**config.mk**
```make
export PLATFORM = sky130hd
export DESIGN_NAME = ttl_74194_sync_clear
export DESIGN_NICKNAME = d
export VERILOG_FILES = /design/src/rtl/ttl_74194_sync_clear_pkg.sv /design/src/rtl/ttl_74194_sync_clear.sv
export SDC_FILE = /design/constraint.sdc
export NUM_CORES = 1
export LEC_CHECK = 0
export ABC_AREA = 1
export CELL_PAD_IN_SITES_DETAIL_PLACEMENT = 0
export CELL_PAD_IN_SITES_GLOBAL_PLACEMENT = 1
export CORE_AREA = 2 2 39 41
export DETAILED_ROUTE_END_ITERATION = 12
export DIE_AREA = 0 0 41 43
export PLACE_DENSITY_LB_ADDON = 0.1
export SLEW_MARGIN = 30
export SYNTH_ARGS = -nofsm -noshare
export SYNTH_HDL_FRONTEND = slang
export SYNTH_SLANG_ARGS = --single-unit --ignore-timing --ignore-initial --compat-mode --unroll-limit 50000
```
**constraint.sdc**
```tcl
create_clock -name Clk -period 1.09 [get_ports Clk]
set_input_delay 0.218 -clock Clk [delete_from_list [all_inputs] [get_ports Clk]]
set_output_delay 0.218 -clock Clk [all_outputs]
set_load 0.01 [all_outputs]
```
**src/rtl/ttl_74194_sync_clear_pkg.sv**
```systemverilog
// Shared definitions for the 7400-series storage models.
// Holds the universal shift register mode encoding and the per-stage next-state select.
package ttl_74194_sync_clear_pkg;

  localparam logic [1:0] MODE_HOLD = 2'b00;
  localparam logic [1:0] MODE_SHR  = 2'b01;
  localparam logic [1:0] MODE_SHL  = 2'b10;
  localparam logic [1:0] MODE_LOAD = 2'b11;

  // An unknown mode yields X so that a floating select is visible rather than held
  function automatic logic stage_next(
    input logic [1:0] mode,
    input logic       hold_v,
    input logic       shr_v,
    input logic       shl_v,
    input logic       load_v
  );
    case (mode)
      MODE_HOLD: stage_next = hold_v;
      MODE_SHR:  stage_next = shr_v;
      MODE_SHL:  stage_next = shl_v;
      MODE_LOAD: stage_next = load_v;
      default:   stage_next = 1'bx;
    endcase
  endfunction

endpackage

```
**src/rtl/ttl_74194_sync_clear.sv**
```systemverilog
// WIDTH-bit universal bidirectional shift register (74194 function set) with
// synchronous active-high clear and separate rise/fall output delays.
module ttl_74194_sync_clear
  import ttl_74194_sync_clear_pkg::*;
#(
  parameter int unsigned WIDTH      = 4,
  parameter int unsigned DELAY_RISE = 0,
  parameter int unsigned DELAY_FALL = 0
) (
  input  logic             Clk,
  input  logic             Clear,
  input  logic [1:0]       S,
  input  logic             DSR,
  input  logic             DSL,
  input  logic [WIDTH-1:0] D,
  output logic [WIDTH-1:0] Q
);

  logic [WIDTH-1:0] q_q;
  logic [WIDTH-1:0] q_d;
  logic [WIDTH-1:0] shr_src;
  logic [WIDTH-1:0] shl_src;
  logic [WIDTH-1:0] rise_q;
  logic [WIDTH-1:0] fall_q;

  // Neighbour taps: right shift moves toward Q[WIDTH-1], left shift toward Q[0]
  assign shr_src = {q_q[WIDTH-2:0], DSR};
  assign shl_src = {DSL, q_q[WIDTH-1:1]};

  for (genvar i = 0; i < WIDTH; i++) begin : g_stage
    assign q_d[i] = stage_next(S, q_q[i], shr_src[i], shl_src[i], D[i]);
  end

  always_ff @(posedge Clk) begin
    if (Clear) begin
      q_q <= '0;
    end else begin
      q_q <= q_d;
    end
  end

  // Each bit takes the rise-delayed copy while heading high and the
  // fall-delayed copy while heading low, giving distinct edge delays.
  assign #(DELAY_RISE) rise_q = q_q;
  assign #(DELAY_FALL) fall_q = q_q;
  assign Q = (q_q & rise_q) | (~q_q & fall_q);

endmodule

```
Word level (Yosys, flattened, before mapping)
Index checks and enable logic that the tools add are counted.

Register bits: 4. Bits of input ports: 10. Output and inout port bits: 4. Word-level logic and storage cells: 13.

Equality and inequality tests: 3. Mux-type cells: 4. Bitwise operators: 4. Reduce and logical (&&, ||, !) cells: 1.

Operator list (count): $pmux 1 s3 (4); $and 4x4->4 (2); $eq 2x2->1 const B (2); $not 4->4 (1); $or 4x4->4 (1); $eq 2x1->1 const B (1); $logic_not 2->1 (1).

Logic depth before layout (Yosys ltp)
Depth in word-level cells: 3. Gate-level depth with buffers: 5.

Least setup slack after synthesis
No wires, ideal clock.

Path kind: flip-flop to flip-flop. Start point: register q_q[1], in the netlist fall_q[1]. End point: register q_q[2], in the netlist fall_q[2]. Setup time: 0.117 ns. Data arrival time: 0.583 ns. Path slack: 0.390 ns. Stages on the path, launching flop included: 5. Buffers on the path: 0. Clock period less this slack: 0.700 ns. Path through: dfxtp_1 nand2_1 nand3_1 nor2_1 nor2_1.

Word-level cells in the longest chain between the ends: 1.

RTL lines: from (decl) (line ttl_74194_sync_clear.sv:19) `logic [WIDTH-1:0] q_q;`; from (signal assigned) (line ttl_74194_sync_clear.sv:38) `q_q <= q_d;`; $pmux 1 s3 (line ttl_74194_sync_clear_pkg.sv:18) `case (mode)`.

No other way between the ends. A chain may end at the register's enable or synchronous reset.

Worst setup path in the final report
Start point: input port S[1]. End point: register q_q[0], in the netlist fall_q[0].

Word-level cells in the longest chain between the ends: 2. Elaborated cells on any way between the ends: 5.

RTL lines: from (decl) (line ttl_74194_sync_clear.sv:12) `input logic [1:0] S,`; $eq 2x2->1 / $eq 2x1->1 (equally long branches) (line ttl_74194_sync_clear_pkg.sv:18); $pmux 1 s3 (line ttl_74194_sync_clear_pkg.sv:18).

Several ways; a longest one is shown, not always the timed one.

==> results.toml <==
[sta]
finalClockSkew_ns = 0.000241
final.min_clock_period_ns = 1.04
rsz0062_at_grt = "no"
worst_pin_slew_ns = 0.168
slew_violations = 0
period_share_pct = 95.8
timing.fmax_mhz = 958
hold_viol_final = 0
tns_ns = 0
finalWorstSetupSlack_ns = 0.0462
setup_viol = 0
max_slew_margin_pct = 88.7
hold_slack_ns = 0.627

[placement]
portBuffers = 13
placedCellCount = 75
dp_hpwl_um = 578
globalplace.congestion = 0.779
pre_cts_slack_ns = -0.187
placed_cell_area_um2 = 434

[power_and_ir_drop]
fin_total_pwr_mw = 0.470
powerDensity_mw_per_mm2 = 1040
peakVddDrop_uv = 482
power_leakage_nw = 0.225

[cells_and_area]
final_area_um2 = 452
fin_cells = 78
drive_gt1_share_pct = 17.7
final_util_pct = 32.6
layout_common_cells = "nor2_1 (9), clkdlybuf4s50_1 (9), nand3_1 (7)"
nNetsFinal = 74
largest_reg_flops = 4
diodes = 0
area_delta_synth_final_pct = 89.0

[min_path]
hold_class = "reg2reg"

[worst_setup_path]
endpoint_kind = "flop"
crit_type = "in2reg"
crit_path_start_kind = "primary input"
cp.required_ns = 1.20
arrival_ns = 1.16
cp_max_fo = 7

[synthesis]
yosys_warnings = 0
syn_nets = 50
ys_seq_area_share_pct = 33.5
netlist_instances = 40
ys_seq_elements = 4
synth_area_per_cell_um2 = 5.97
synth_cell_types = 10
syn-cell-area_um2 = 239

[grt]
grt_max_degree = 8
grt_usage_pct = 8.43
antenna_found_initial = 0
first_global_vias = 287
grt-ovfl-total = 0
grt_pass1_wl_um = 979

[detailed_routing]
vias = 314
avgViaCountPerCell = 4.03
ant_nets = 0
drc_errors = 0
wl_per_cell_um = 9.12
routed_wl_um = 711
first_iter_violations = 3
firstDrtPassIters = 3

[floorplanning]
die_x_um = 41
dieArea_mm2 = 0.00176
rows = 14
io_pins = 14
start_util_pct = 17.3
die_height_um = 43
core_mm2 = 0.00138

[clock_network]
clk_latency_ns = 0.23
clock-sinks = 4
clockBufferDepth = 2
cts-htree-levels = 1
clkTransAtPathRegs_ns = 0.03
cts_root_buf = "clkbuf_4"
numCtsBuffers = 3
cts_tree = "built"

[flow_run]
cap_viol_max_count = 0

[run_status]
outcome = "finished, final reports clean"
cell usage after synthesis:
cell | number | area (um2)
dfxtp_1 | 4 | 80.1
nand2_1 | 6 | 22.5
inv_1 | 6 | 22.5
inv_2 | 1 | 3.75
a21oi_1 | 1 | 5.00
nand2_4 | 1 | 11.3
nor2_1 | 9 | 33.8
o21ai_1 | 1 | 5.00
nand3_1 | 7 | 35.0
o21ai_0 | 4 | 20.0
timing repair:
| action | CTS | global route |
|---|---|---|
| endpoints found under the hold margin | 0 | 0 |
| buffers inserted | 0 | 0 |
| endpoints found under the setup margin | 4 | 0 |
| hold buffers | 0 | 0 |
| resized for setup | 4 | 0 |
layer usage:
layer	vias to the layer above	share of wire [%]	global-route usage, %
li1	172	-	-
met1	134	46	8.33
met2	8	47	12.5
met3	0	7.3	3.14
met4	0	0	8.00
met5	-	0	0
logic make-up (layout without fill, tap and decap cells):
kind of cell / after synthesis / after routing / share of synthesized area, %
AO/OA/AOI/OAI: 6 / 6 / 12.6
buffers and inverters: 7 / 29 / 11.0
AND/OR/NAND/NOR: 23 / 23 / 42.9
flip-flops: 4 / 4 / 33.5
critical path, cell delays in order:
cell	delay [ns]
clkdlybuf4s50_1	0.52
inv_2	0.09
nand2_4	0.09
nand3_1	0.08
nor2_1	0.11
nor2_1	0.05
power by group:
| part | total (mW) | switching [mW] | internal, mW |
|---|---|---|---|
| Sequential | 0.164 | 0.00488 | 0.159 |
| Clock | 0.171 | 0.0490 | 0.122 |
| Combinational | 0.135 | 0.0589 | 0.0757 |
worst paths after layout:
path,startpoint,to,slack [ns],depth (start not counted)
max,S[1],fall_q[0],0.05,6
min,fall_q[3],fall_q[3],0.63,3
max reg2reg,fall_q[1],fall_q[2],0.28,5
min reg2reg,fall_q[3],fall_q[3],0.63,3
area by class of cell:
type                            instances  area (um2)
Clock buffer                            3        22.5
Fill cell                             172         932
Inverter                                7        26.3
Multi-Input combinational cell         29         133
Sequential cell                         4        80.1
Tap cell                               16        20.0
Timing Repair Buffer                   19         170
Power figures use the tool's default switching activity.
